**config.mk**
```make
export PLATFORM = sky130hd
export DESIGN_NAME = mem_ctrl_flat
export DESIGN_NICKNAME = d
export VERILOG_FILES = /design/src/rtl/mem_ctrl_if.sv /design/src/rtl/mem_ctrl.sv /design/src/flat_wrapper.sv
export SDC_FILE = /design/constraint.sdc
export NUM_CORES = 1
export LEC_CHECK = 0
export ABC_AREA = 1
export BUFFER_PORTS_ARGS = -buffer_cell sky130_fd_sc_hd__buf_2
export CORE_MARGIN = 2
export CORE_UTILIZATION = 50
export DETAILED_ROUTE_END_ITERATION = 8
export GPL_TIMING_DRIVEN = 0
export PLACE_DENSITY = 0.77
export SKIP_CTS_REPAIR_TIMING = 1
export SLEW_MARGIN = 15
export SYNTH_ARGS = -nofsm -noshare
export SYNTH_HDL_FRONTEND = slang
export SYNTH_SLANG_ARGS = --single-unit
```
**constraint.sdc**
```tcl
create_clock -name clk -period 2.56 [get_ports clk]
set_clock_uncertainty 0.2 [all_clocks]
set_input_delay 0.256 -clock clk [delete_from_list [all_inputs] [get_ports clk]]
set_output_delay 0.256 -clock clk [all_outputs]
set_load 0.02 [all_outputs]
```
**src/rtl/mem_ctrl_if.sv**
```systemverilog
// Bus bundle between the MEM stage, the access controller and the byte-wide RAM.
// master: pipeline/RAM environment side. slave: the controller.
interface mem_ctrl_if #(
  parameter int ADDR_W = 32
) ();
  logic              mem_ce_i;
  logic              mem_we_i;
  logic [ADDR_W-1:0] mem_addr_i;
  logic [3:0]        mem_sel_i;
  logic [31:0]       mem_data_i;
  logic [31:0]       mem_data_o;
  logic              mem_ready_o;
  logic              stall_req_o;
  logic              ram_en_o;
  logic              ram_we_o;
  logic [ADDR_W-1:0] ram_addr_o;
  logic [7:0]        ram_wdata_o;
  logic [7:0]        ram_rdata_i;

  modport master (
    output mem_ce_i, mem_we_i, mem_addr_i, mem_sel_i, mem_data_i, ram_rdata_i,
    input  mem_data_o, mem_ready_o, stall_req_o,
    input  ram_en_o, ram_we_o, ram_addr_o, ram_wdata_o
  );

  modport slave (
    input  mem_ce_i, mem_we_i, mem_addr_i, mem_sel_i, mem_data_i, ram_rdata_i,
    output mem_data_o, mem_ready_o, stall_req_o,
    output ram_en_o, ram_we_o, ram_addr_o, ram_wdata_o
  );
endinterface

```
**src/rtl/mem_ctrl.sv**
```systemverilog
// Data-memory access controller: serialises a 32-bit load/store with byte
// enables onto a byte-wide synchronous RAM, one selected lane per cycle in
// ascending order, and reassembles load bytes into a word.
module mem_ctrl #(
  parameter int ADDR_W = 32
) (
  input  logic     clk,
  input  logic     rst_n,
  mem_ctrl_if.slave bus
);

  typedef enum logic [1:0] {IDLE, XFER, WAIT, DONE} state_t;

  state_t            state_reg, state_next;
  logic              we_reg;
  logic [ADDR_W-1:0] base_reg;
  logic [3:0]        sel_reg;       // lanes still to be issued
  logic [31:0]       data_reg;
  logic [31:0]       asm_reg;       // load assembly word
  logic [1:0]        lane_reg;      // lane issued in the previous cycle
  logic              rd_pend_reg;   // a read byte arrives this cycle for lane_reg
  logic [31:0]       mem_data_reg;

  logic [1:0]        lane_cur;
  logic [3:0]        sel_left;
  logic [31:0]       asm_next;
  logic              accept;

  assign accept = bus.mem_ce_i && (bus.mem_sel_i != 4'b0000);

  // Lowest remaining lane is the one issued this cycle.
  always_comb begin
    lane_cur = 2'd0;
    for (int i = 3; i >= 0; i--) begin
      if (sel_reg[i]) lane_cur = 2'(i);
    end
    sel_left = sel_reg & ~(4'b0001 << lane_cur);
  end

  // Merge the byte returned for the previously addressed lane.
  always_comb begin
    asm_next = asm_reg;
    if (rd_pend_reg) asm_next[{lane_reg, 3'b000} +: 8] = bus.ram_rdata_i;
  end

  // Next-state and output decode; RAM outputs are idle outside XFER.
  always_comb begin
    state_next      = state_reg;
    bus.stall_req_o = 1'b0;
    bus.mem_ready_o = 1'b0;
    bus.ram_en_o    = 1'b0;
    bus.ram_we_o    = 1'b0;
    bus.ram_addr_o  = '0;
    bus.ram_wdata_o = 8'h00;
    case (state_reg)
      IDLE: begin
        if (accept) begin
          bus.stall_req_o = 1'b1;
          state_next      = XFER;
        end
      end
      XFER: begin
        bus.stall_req_o = 1'b1;
        bus.ram_en_o    = 1'b1;
        bus.ram_we_o    = we_reg;
        bus.ram_addr_o  = base_reg + ADDR_W'(lane_cur);
        if (we_reg) bus.ram_wdata_o = data_reg[{lane_cur, 3'b000} +: 8];
        if (sel_left == 4'b0000) state_next = we_reg ? DONE : WAIT;
      end
      WAIT: begin
        bus.stall_req_o = 1'b1;
        state_next      = DONE;
      end
      DONE: begin
        bus.mem_ready_o = 1'b1;
        state_next      = IDLE;
      end
      default: state_next = IDLE;
    endcase
  end

  assign bus.mem_data_o = mem_data_reg;

  // State register plus request latching, lane stepping and load assembly.
  always_ff @(posedge clk or negedge rst_n) begin
    if (!rst_n) begin
      state_reg    <= IDLE;
      we_reg       <= 1'b0;
      base_reg     <= '0;
      sel_reg      <= 4'b0000;
      data_reg     <= 32'h0;
      asm_reg      <= 32'h0;
      lane_reg     <= 2'd0;
      rd_pend_reg  <= 1'b0;
      mem_data_reg <= 32'h0;
    end else begin
      state_reg <= state_next;
      case (state_reg)
        IDLE: begin
          if (accept) begin
            we_reg      <= bus.mem_we_i;
            base_reg    <= bus.mem_addr_i & ~ADDR_W'(3);
            sel_reg     <= bus.mem_sel_i;
            data_reg    <= bus.mem_data_i;
            asm_reg     <= 32'h0;
            rd_pend_reg <= 1'b0;
          end
        end
        XFER: begin
          sel_reg     <= sel_left;
          lane_reg    <= lane_cur;
          rd_pend_reg <= !we_reg;
          asm_reg     <= asm_next;
        end
        WAIT: begin
          asm_reg      <= asm_next;
          mem_data_reg <= asm_next;
          rd_pend_reg  <= 1'b0;
        end
        default: ;
      endcase
    end
  end

endmodule

```
**src/flat_wrapper.sv**
```systemverilog
// flat-port wrapper written by rule: the top's interface ports become plain ports
module mem_ctrl_flat 
#(
  parameter int ADDR_W = 32
)
  (clk, rst_n, bus_mem_ce_i, bus_mem_we_i, bus_mem_addr_i, bus_mem_sel_i, bus_mem_data_i, bus_ram_rdata_i, bus_mem_data_o, bus_mem_ready_o, bus_stall_req_o, bus_ram_en_o, bus_ram_we_o, bus_ram_addr_o, bus_ram_wdata_o);
  mem_ctrl_if #(.ADDR_W(ADDR_W)) bus_i ();
  input  logic clk;
  input  logic rst_n;
  input wire logic [$bits(bus_i.mem_ce_i)-1:0] bus_mem_ce_i;
  input wire logic [$bits(bus_i.mem_we_i)-1:0] bus_mem_we_i;
  input wire logic [$bits(bus_i.mem_addr_i)-1:0] bus_mem_addr_i;
  input wire logic [$bits(bus_i.mem_sel_i)-1:0] bus_mem_sel_i;
  input wire logic [$bits(bus_i.mem_data_i)-1:0] bus_mem_data_i;
  input wire logic [$bits(bus_i.ram_rdata_i)-1:0] bus_ram_rdata_i;
  output wire logic [$bits(bus_i.mem_data_o)-1:0] bus_mem_data_o;
  output wire logic [$bits(bus_i.mem_ready_o)-1:0] bus_mem_ready_o;
  output wire logic [$bits(bus_i.stall_req_o)-1:0] bus_stall_req_o;
  output wire logic [$bits(bus_i.ram_en_o)-1:0] bus_ram_en_o;
  output wire logic [$bits(bus_i.ram_we_o)-1:0] bus_ram_we_o;
  output wire logic [$bits(bus_i.ram_addr_o)-1:0] bus_ram_addr_o;
  output wire logic [$bits(bus_i.ram_wdata_o)-1:0] bus_ram_wdata_o;
  assign bus_i.mem_ce_i = bus_mem_ce_i;
  assign bus_i.mem_we_i = bus_mem_we_i;
  assign bus_i.mem_addr_i = bus_mem_addr_i;
  assign bus_i.mem_sel_i = bus_mem_sel_i;
  assign bus_i.mem_data_i = bus_mem_data_i;
  assign bus_i.ram_rdata_i = bus_ram_rdata_i;
  assign bus_mem_data_o = bus_i.mem_data_o;
  assign bus_mem_ready_o = bus_i.mem_ready_o;
  assign bus_stall_req_o = bus_i.stall_req_o;
  assign bus_ram_en_o = bus_i.ram_en_o;
  assign bus_ram_we_o = bus_i.ram_we_o;
  assign bus_ram_addr_o = bus_i.ram_addr_o;
  assign bus_ram_wdata_o = bus_i.ram_wdata_o;
  mem_ctrl #(.ADDR_W(ADDR_W)) u_core (.clk(clk), .rst_n(rst_n), .bus(bus_i));
endmodule
```
### Word level (Yosys, flattened, before mapping)

Cells that the tools add are included.

| cells by class | value |
|---|---|
| $add $sub $neg | 2 |
| eq/ne operators | 5 |
| shift operators | 4 |
| mux-type cells | 24 |
| bitwise operators | 2 |
| reduce and logical (&&, ||, !) cells | 14 |

Operators with widths:

| cell | number |
|---|---|
| 2-to-1 mux 32 bit | 3 |
| one-hot mux 32 bit (2 select lines) | 1 |
| adder 32 x 2 -> 32 bit | 1 |
| bitwise mux 32 bit | 1 |
| variable shift 8 x 7 -> 32 bit, first input constant | 1 |
| variable part select 32 x 6 -> 8 bit | 1 |
| variable part select 8 x 7 -> 32 bit | 1 |
| 2-to-1 mux 8 bit | 2 |
| 2-to-1 mux 2 bit | 6 |
| AND reduction 2 bit | 5 |
| one-hot mux 2 bit (4 select lines) | 1 |
| one-hot mux 4 bit (2 select lines) | 1 |
| negation 5 -> 7 bit | 1 |
| 2-to-1 mux 1 bit | 6 |
| bitwise AND 4 bit | 1 |
| == test 2 bit, second input constant | 2 |
| logical NOT 4 bit | 1 |
| 2-to-1 mux 4 bit | 1 |
| != test 2 x 1 -> 1 bit, second input constant | 2 |
| NOT 4 bit | 1 |
| nonzero test 2 bit | 2 |
| nonzero test 4 bit | 1 |
| << shifter 1 x 2 -> 4 bit, first input constant | 1 |
| one-hot mux 1 bit (3 select lines) | 1 |
| other kinds (7) | 7 |

| word-level totals | value |
|---|---|
| bits in registers | 136 |
| input port bits | 80 |
| output and inout bits | 76 |
| logic and storage cells | 60 |

### Longest topological paths before layout

Gate-level depths: netlist of run 1.

| logic depth | value |
|---|---|
| depth after elaboration | 10 |
| depth in mapped cells | 9 |
| mapped depth without buffers | 9 |

### Least setup slack after synthesis of run 1

OpenSTA, ideal clock, no wires.

| timing | value |
|---|---|
| path kind | flip-flop to output port |
| start point | register u_core.state_reg[0] |
| end point | output bus_stall_req_o |
| arrival | 1.577 ns |
| data required time | 2.104 ns |
| setup slack | 0.527 ns |
| cell stages (with the launch flop) | 7 |
| buffers on the path | 2 |
| cells stage by stage | dfrtp_1 > inv_1 > ha_1 > nand3_1 > buf_4 > buf_2 > a21oi_1 |

| on the way | value |
|---|---|
| cells in the longest elaborated chain, start to end | 3 |
| elaborated cells on any way between the ends | 5 |
| those cells by class | eq/ne: 2; mux: 1; reduce/logical: 2 |

Ends and longest elaborated chain:

| item | line | source |
|---|---|---|
| from (decl) | mem_ctrl.sv:14 | `state_t state_reg, state_next;` |
| from (signal assigned) | mem_ctrl.sv:97 | `state_reg <= state_next;` |
| == test 2 x 1 -> 1 bit or == test 2 bit (tied branches) | mem_ctrl.sv:55 | `case (state_reg)` |
| OR reduction 2 bit (no line) | - |  |
| one-hot mux 1 bit (2 select lines) * | mem_ctrl.sv:55 |  |
| to (decl) | flat_wrapper.sv:18 | `output wire logic [$bits(bus_i.stall_req_o)-1:0] bus_stall_req_o;` |

Every way passes the cells marked *; elsewhere a longest branch is shown, timed or not.

### Worst setup path after layout of run 1

Ends and elaborated chain as after synthesis.

==> key figures, run 1 <==
Status
  – Status: finished, violations left
  – Failing checks: hold timing

Global route
  – Initial antenna violation count: 0
  – Total Routing Usage GR: 24.6%
  – Number of global-route vias before repair: 5623
  – GR Overflow Total: 0
  – Largest net degree at the start of global routing: 85
  – Global-route wire length before repair: 27.3 mm

Synth
  – Yosys top cell area share: 52.3%
  – Syn. warnings: 0
  – Synth top area cells: dfrtp_1, nand2_1, nand3_1
  – Synth Cell Area: 6510 µm²
  – Syn_nets: 936
  – Register area share after synthesis: 52.3%
  – Leading area contributor after synthesis: dfrtp_1
  – Synth cell types: 29
  – Syn Inst Count: 846
  – Syn_area_per_cell: 7.69 µm²
  – Yosys reg bits: 136

CTS
  – Htree depth: 4
  – Clk pin slew, worst setup/hold paths: 0.06 ns
  – Buffer type at the clock tree root: clkbuf_16
  – Clock tree from TritonCTS: done
  – Clk buf depth: 2
  – Total CTS buffers: 17
  – CTS sink count: 136
  – Worst-Skew Late Latency: 0.42 ns

Drt
  – Via count: 6480
  – Total iterations of the first detailed-routing run: 9
  – Via density: 5.11
  – Antenna-violating nets left: 0
  – Total wire length: 18.7 mm
  – Initial drt markers: 439
  – Drt drc: 0
  – WL/cell: 14.7 µm

Timing
  – Relative slew slack: 64.0%
  – Post-route setup slack: 0.105 ns
  – Final max-slew violation count: 0
  – Least-Margin Pin Slew: 0.540 ns
  – Period utilization: 95.9%
  – Final hold slack: -0.0111 ns
  – Final setup fails: 0
  – Final Hold Fails: 3
  – Tmin final: 2.46 ns
  – Maximum clock rate: 407 MHz

Setup path
  – Crit Path Class: reg2out
  – Crit-path max FO: 10
  – Worst endpoint required time: 2.10 ns
  – Buf+Inv Stages, Crit Path: 4
  – Nature of the critical path startpoint: flop
  – Critical Path End Type: primary output
  – Slowest cell on crit path: dfrtp_1
  – Critical-path cell list: inv_2 > ha_4 > nand3_1 > buf_4 > buf_2 > a21oi_2 > buf_4
  – Worst EP arrival: 2.00 ns
  – Cell family with most CP delay: buffers and inverters
  – CP dominant cell by count: buf_4
  – CP peak stage delay: 0.41 ns

Floorplan
  – Core Box Area: 12700 µm²
  – Chip height: 118 µm
  – Io pins: 156
  – DIE AREA: 13900 µm²
  – Cell row count: 41
  – Initial Utilization: 51.3%
  – Die width: 118 µm

Power
  – PD cells: 1240 nW/µm²
  – Leakage power total: 5.08 nW
  – Worst vdd ir: 0.692 mV

Place
  – I/O Buffers: 153
  – HPWL Detailed: 11.5 mm
  – Gp weighted congestion: 0.884
  – Dpl cells: 1172
  – Dpl ws: 0.373 ns

Finish
  – Most common cell after layout, fill and taps aside: nand2_1
  – Share of cells above drive strength 1: 21.7%
  – P&R area growth vs syn: 35.0%
  – Most frequent cells in the layout: nand2_1, buf_2, dfrtp_1
  – Antenna cells: 0
  – Final non-filler cell total: 1268
  – Final nets: 1174

Run
  – Max-cap viol count: 0

Hold path
  – HP Class: in2reg
## per-layer routing
metal  vias up  share of wire, %  global-route usage, %
li1       3110                 -                      -
met1      2976                40                   31.5
met2       339                48                   38.4
met3        55               8.4                   7.12
met4         0               3.3                   11.5
met5         -                 0                      0
## area by class of cell
| class | instances | area [µm²] |
|---|---|---|
| inverters | 78 | 293 |
| fillers | 1014 | 3890 |
| clock buffers | 21 | 450 |
| well taps | 172 | 215 |
| multi-input cells | 594 | 2640 |
| plain buffers | 38 | 200 |
| clock inverters | 10 | 128 |
| repair buffers | 219 | 1460 |
| flip-flops and latches | 136 | 3400 |
## metrics by stage
step	cell area, µm²	util [%]	power (mW)	setup TNS (ns)
after floorplan	6510	-	6.83	0
after global placement	7490	59.1	8.13	-108.52
after detailed placement	7520	59.4	8.23	0
after CTS	8100	63.9	10.7	-1.14
after global routing	8780	69.3	11.7	-0.0501
final	8780	69.3	10.9	0
## worst reg2reg max path: stages, from the launching register on
cell and delay (ns):
dfrtp_1 0.37, buf_4 0.18, inv_2 0.11, ha_1 0.37
inv_2 0.06, nor2_2 0.12, nand4_2 0.23, o21ai_0 0.37
nand2_1 0.09, nand2_1 0.07
## path summary, 6_finish.rpt
check / depth (start not counted) / to / slack (ns) / startpoint
hold reg to reg: 2 / u_core.bus.mem_data_o[14] / 0.27 / u_core.bus.mem_data_o[14]
setup / recovery: 7 / bus_stall_req_o / 0.10 / u_core.state_reg[0]
max in group asynchronous: 3 / u_core.base_reg[7] / 1.27 / rst_n
min in group asynchronous: 2 / u_core.bus.mem_data_o[17] / 0.14 / rst_n
hold / removal: 5 / u_core.sel_reg[1] / -0.01 / bus_mem_sel_i[1]
setup reg to reg: 9 / u_core.asm_reg[23] / 0.33 / u_core.lane_reg[0]
## kinds of logic after synthesis
group | share of synthesized area, %
AOI/OAI and AO/OA | 5.87
adders and majority gates | 1.92
buffers and inverters | 7.48
DFF | 52.3
and+or+nand+nor | 32.4
## cell usage after synthesis, drive strengths merged
cell type,n
a31oi,8
o21ai,42
dfrtp,136
inv,77
or2,1
nand2,420
a21oi,11
nor2,21
nand3b,8
ha,10
buf,32
nand4,9
clkbuf,6
clkinv,1
nand3,55
o22ai,7
o21bai,2
## report_power, final
part           switching, mW  internal, mW  leakage, nW
Clock                  0.892          1.54        0.286
Combinational           3.26          1.60         3.02
Sequential             0.533          3.10         1.77
Total                   4.68          6.24         5.08
Note: power is estimated with default switching activity, not from simulation.
==> run 2: changes to the inputs <==
- HOLD_SLACK_MARGIN: unset -> 0.15
==> run 2 against run 1 <==
The flow now finishes without violations; core utilization rose by 0.95 points; setup slack barely moved; critical path type unchanged; final cell count rose by 0.95%.
==> key figures, run 2 (same netlist as run 1, synthesis figures left out) <==
Global route
  – Largest net degree at the start of global routing: 85 (unchanged)
  – Number of global-route vias before repair: 5623 (unchanged)
  – Initial antenna violation count: 0 (unchanged)
  – Global-route wire length before repair: 27.3 mm (unchanged)
  – GR Overflow Total: 0 (unchanged)
  – Total Routing Usage GR: 24.6% (unchanged)

Finish
  – Share of cells above drive strength 1: 21.5% (-0.24 points)
  – Antenna cells: 0 (unchanged)
  – Most frequent cells in the layout: nand2_1, buf_2, dfrtp_1
  – FILL cells: 991 (-2.3%)
  – Most common cell after layout, fill and taps aside: nand2_1
  – Final nets: 1186 (+1.0%)
  – P&R area growth vs syn: 36.9%

Setup path
  – Crit-path max FO: 10 (unchanged)
  – CP peak stage delay: 0.42 ns (about the same)
  – Slowest cell on crit path: dfrtp_1
  – CP dominant cell by count: buf_4
  – Critical-path cell list: inv_2 > ha_4 > nand3_1 > buf_4 > buf_2 > a21oi_2 > buf_4
  – Crit Path Class: reg2out
  – Critical Path End Type: primary output
  – Nature of the critical path startpoint: flop
  – Worst EP arrival: 2.00 ns (about the same)
  – Worst endpoint required time: 2.10 ns (about the same)

CTS
  – Total CTS buffers: 17 (unchanged)
  – Clk buf depth: 2 (unchanged)
  – Worst-Skew Late Latency: 0.42 ns (about the same)
  – Clock tree from TritonCTS: done
  – Clk pin slew, worst setup/hold paths: 0.06 ns (about the same)
  – Buffer type at the clock tree root: clkbuf_16
  – CTS sink count: 136 (unchanged)
  – Htree depth: 4 (unchanged)

Floorplan
  – DIE AREA: 13900 µm² (unchanged)
  – Cell row count: 41 (unchanged)
  – Core Box Area: 12700 µm² (unchanged)
  – Initial Utilization: 51.3% (unchanged)
  – Io pins: 156 (unchanged)
  – Die width: 118 µm (unchanged)
  – Chip height: 118 µm (unchanged)

Timing
  – Least-Margin Pin Slew: 0.536 ns (-0.00369 ns)
  – Final hold slack: 0.142 ns (+0.153 ns)
  – Period utilization: 95.9% (about the same)
  – Final setup fails: 0 (unchanged)
  – Maximum clock rate: 407 MHz (about the same)
  – Final Hold Fails: 0 (-3)
  – Final max-slew violation count: 0 (unchanged)
  – Tmin final: 2.46 ns (-0.0000260 ns)
  – Post-route setup slack: 0.105 ns (+0.0000260 ns)
  – Relative slew slack: 64.3% (+0.25 points)

Power
  – Leakage power total: 5.13 nW (+0.99%)
  – PD cells: 1230 nW/µm² (-1.1%)
  – Worst vdd ir: 0.697 mV (+0.72%)

Status
  – Status: complete, no violations

Drt
  – Drt drc: 0 (unchanged)
  – WL/cell: 14.8 µm (+0.11%)
  – Via density: 5.10 (-0.23%)
  – Antenna-violating nets left: 0 (unchanged)
  – Via count: 6526 (+0.71%)
  – Initial drt markers: 474 (+8.0%)
  – Total wire length: 18.9 mm (+1.1%)
  – Total iterations of the first detailed-routing run: 5 (-4)

Hold path
  – HP Class: in2async

Place
  – Gp weighted congestion: 0.884 (unchanged)
  – Dpl ws: 0.373 ns (unchanged)
  – I/O Buffers: 153 (unchanged)
  – HPWL Detailed: 11.5 mm (unchanged)

Run
  – Max-cap viol count: 0 (unchanged)
==> run 2: changes by cell type in the layout (fill, tap and decap cells not counted), sizes merged <==
cell	change
dlygate4sd3	+12
==> run 2: final cells by class <==
| type | count | area (µm²) | share of cell area (%) |
|---|---|---|---|
| clock buffers | 21 | 450 | 5.06 |
| repair buffers | 231 | 1580 | 17.7 |
| clock inverters | 10 | 128 | 1.43 |
| flip-flops and latches | 136 | 3400 | 38.2 |
| plain buffers | 38 | 200 | 2.25 |
| inverters | 78 | 293 | 3.29 |
| well taps | 172 | 215 | 2.42 |
| multi-input cells | 594 | 2640 | 29.6 |
==> run 2: final timing paths <==
| kind | start | to | slack (ns) | cells past startpoint |
|---|---|---|---|---|
| setup / recovery | u_core.state_reg[0] | bus_stall_req_o | 0.10 | 7 |
| hold / removal | rst_n | u_core.bus.mem_data_o[16] | 0.14 | 2 |
| setup reg to reg | u_core.lane_reg[0] | u_core.asm_reg[23] | 0.33 | 9 |
| hold reg to reg | u_core.bus.mem_data_o[14] | u_core.bus.mem_data_o[14] | 0.27 | 2 |
| max in group asynchronous | rst_n | u_core.base_reg[14] | 1.26 | 3 |
| min in group clk | u_core.bus.mem_data_o[14] | u_core.bus.mem_data_o[14] | 0.27 | 2 |
==> run 2: report_power, final <==
group,internal (mW),total (mW),switching [mW]
clock,1.54,2.43,0.889
sequential,3.10,3.64,0.535
combinational,1.61,4.88,3.27
==> run 2: metal layers <==
metal  vias to the layer above  track usage, %  share of wire [%]
met3                        50            7.12                8.3
li1                       3129               -                  -
met4                         0            11.5                3.1
met1                      2995            31.5                 40
met2                       352            38.4                 48
met5                         -               0                  0
==> run 2: metrics by stage <==
step                      area [µm²]  cells  TNS, ns  power (mW)  util (%)
final                           8900   1280        0        10.9      70.3
after global routing            8900   1280  -0.0501        11.7      70.3
after global placement          7490   1171  -108.52        8.13      59.1
after detailed placement        7520   1172        0        8.23      59.4
after CTS                       8100   1203    -1.14        10.7      63.9
after floorplan                 6510    846        0        6.83         -
==> run 2: worst max-delay path, delay by kind of cell (launching register included) <==
family          cells  cell delay (ns)
simple gates        1             0.13
buf+inv             4             0.71
compound gates      1             0.15
flops               1             0.42
fa+ha+maj           1             0.18
==> run 3: changes to the inputs <==
- BUFFER_PORTS_ARGS: -buffer_cell sky130_fd_sc_hd__buf_2 -> -buffer_cell sky130_fd_sc_hd__clkbuf_2
- MAX_ROUTING_LAYER: unset -> met4
==> run 3 against run 2 <==
Final cell count increased by 0.23%; critical path depth unchanged; clock power increased by 7%; die area unchanged; combinational power about the same; wire length increased by 2.3%; global-route usage increased by 0.93 points; hold slack improved by 0.032 ns; sequential share of layout area decreased by 0.35 points; register-to-register slack got worse by 0.04 ns; critical path type unchanged; critical endpoint is now bus_ram_addr_o[29]; largest power group unchanged; highest routed layer unchanged.
==> key figures, run 3 (same netlist as run 1, synthesis figures left out) <==
Drt
  – Total wire length: 19.3 mm (+2.3%)
  – Initial drt markers: 554 (+17%)
  – Total iterations of the first detailed-routing run: 5 (unchanged)
  – WL/cell: 15.1 µm (+2.1%)
  – Via density: 5.11 (+0.13%)
  – Antenna-violating nets left: 0 (unchanged)
  – Via count: 6550 (+0.37%)
  – Drt drc: 0 (unchanged)

Floorplan
  – Die width: 118 µm (unchanged)
  – DIE AREA: 13900 µm² (unchanged)
  – Io pins: 156 (unchanged)
  – Initial Utilization: 51.3% (unchanged)
  – Chip height: 118 µm (unchanged)
  – Cell row count: 41 (unchanged)
  – Core Box Area: 12700 µm² (unchanged)

Hold path
  – HP Class: in2async

Setup path
  – Crit-path max FO: 10 (unchanged)
  – Buf+Inv Stages, Crit Path: 5 (+1)
  – Nature of the critical path startpoint: flop
  – Cell family with most CP delay: buffers and inverters
  – Critical R2R Launch: u_core.lane_reg[0]
  – CP dominant cell by count: clkbuf_2
  – Critical Path End Type: primary output
  – Reg-to-reg slack, setup: 0.29 ns (-0.04 ns)
  – Worst r2r path cells: 9 (unchanged)
  – Worst EP arrival: 2.03 ns (+0.03 ns)
  – R2R Path End: u_core.asm_reg[23]
  – Critical-path cell list: inv_2 > ha_1 > clkbuf_4 > clkbuf_2 > nand2_1 > inv_1 > clkbuf_2
  – CP peak stage delay: 0.44 ns (+0.02 ns)
  – Worst endpoint required time: 2.10 ns (about the same)
  – Crit Path Class: reg2out
  – Slowest cell on crit path: dfrtp_1

Global route
  – GR Overflow Total: 0 (unchanged)
  – Global-route wire length before repair: 27.6 mm (+0.96%)
  – Number of global-route vias before repair: 5729 (+1.9%)
  – Initial antenna violation count: 0 (unchanged)
  – Total Routing Usage GR: 25.5% (+0.93 points)
  – Largest net degree at the start of global routing: 95 (+12%)

Power
  – Worst vdd ir: 0.626 mV (-10%)
  – Leakage power total: 5.13 nW (about the same)
  – PD cells: 1240 nW/µm² (+0.95%)
  – Total Power: 11.2 mW (+1.9%)

Place
  – I/O Buffers: 153 (unchanged)
  – Gp weighted congestion: 0.895 (+1.2%)
  – HPWL Detailed: 11.7 mm (+1.3%)

Finish
  – P&R area growth vs syn: 38.1%
  – Share of cells above drive strength 1: 21.5% (+0.032 points)
  – Antenna cells: 0 (unchanged)
  – Multi-input logic area: 2640 µm² (unchanged)
  – Final nets: 1188 (+0.17%)
  – FILL cells: 1012 (+2.1%)
  – Most frequent cells in the layout: nand2_1, clkbuf_2, dfrtp_1
  – Most common cell after layout, fill and taps aside: nand2_1
  – Reg area: 3400 µm² (unchanged)

CTS
  – Total CTS buffers: 17 (unchanged)
  – CTS sink count: 136 (unchanged)
  – Buffer type at the clock tree root: clkbuf_16
  – Clock tree from TritonCTS: done
  – Worst-Skew Late Latency: 0.42 ns (about the same)
  – Clk pin slew, worst setup/hold paths: 0.06 ns (about the same)
  – Htree depth: 4 (unchanged)
  – Clk buf depth: 2 (unchanged)

Status
  – Status: complete, no violations

Timing
  – Maximum clock rate: 402 MHz (-1.3%)
  – Tmin final: 2.49 ns (+0.0311 ns)
  – Setup TNS: 0 ns (unchanged)
  – Period utilization: 97.1% (+1.2 points)
  – Final max-slew violation count: 0 (unchanged)
  – Final setup fails: 0 (unchanged)
  – Relative slew slack: 43.4% (-21 points)
  – Least-Margin Pin Slew: 0.846 ns (+0.310 ns)
  – Final Hold Fails: 0 (unchanged)

Run
  – Max-cap viol count: 0 (unchanged)
-- run 3: cell types whose count changed in the layout (fill, tap and decap cells not counted), sizes merged --
cell	before	now
bufinv	3	4
clkbuf	31	187
buf	182	30
dlygate4sd3	77	78
clkinv	7	4
-- run 3: worst register-to-register path, stage by stage (launching register included) --
cell and delay (ns):
dfrtp_1 0.37, buf_4 0.18, inv_2 0.11, ha_1 0.37, inv_2 0.06, nor2_2 0.12, nand4_2 0.22, o21ai_0 0.36
nand2_1 0.11, nand2_1 0.09
-- run 3: metal layers --
| metal | up-vias | wire (µm) | global-route usage, % |
|---|---|---|---|
| met4 | 0 | 688 | 11.0 |
| met1 | 3056 | 7880 | 33.4 |
| met2 | 301 | 9460 | 38.2 |
| li1 | 3133 | - | - |
| met5 | - | 0 | - |
| met3 | 60 | 1300 | 5.77 |
-- run 3: cell type report --
type	instances	area share, %
Clock buffer	24	5.36
Tap cell	172	2.39
Inverter	78	3.26
Sequential cell	136	37.9
Buffer	38	2.30
Clock inverter	8	1.59
Multi-Input combinational cell	594	29.4
Timing Repair Buffer	233	17.9
-- run 3: power by group --
| group | total (mW) | internal, mW | switching, mW |
|---|---|---|---|
| logic | 4.91 | 1.61 | 3.30 |
| clock network | 2.60 | 1.70 | 0.893 |
| registers | 3.65 | 3.10 | 0.543 |
-- run 3: how the worst max path moves through the flow --
stage	from	endpoint	slack, ns	depth (start not counted)
4_1_cts	u_core.state_reg[1]	bus_ram_wdata_o[6]	-0.12	6
3_5_place_dp	u_core.state_reg[1]	bus_ram_wdata_o[6]	0.34	6
5_1_grt	u_core.state_reg[1]	bus_ram_addr_o[29]	-0.05	7
6_report	u_core.state_reg[1]	bus_ram_addr_o[29]	0.07	7
2_1_floorplan	u_core.state_reg[0]	bus_stall_req_o	0.53	6
3_3_place_gp	rst_n	u_core.base_reg[27]	-1.15	1
-- run 3: per-stage QoR --
stage | hold slack [ns] | util (%) | instance area [µm²] | instances | worst slack, ns
after floorplan | -0.240 | - | 6510 | 846 | 0.527
after global placement | 0.251 | 59.1 | 7490 | 1171 | -1.15
after detailed placement | 0.00802 | 59.4 | 7520 | 1172 | 0.338
after CTS | -0.437 | 64.3 | 8150 | 1204 | -0.115
after global routing | 0.178 | 70.9 | 8990 | 1283 | -0.0468
final | 0.174 | 70.9 | 8990 | 1283 | 0.0735
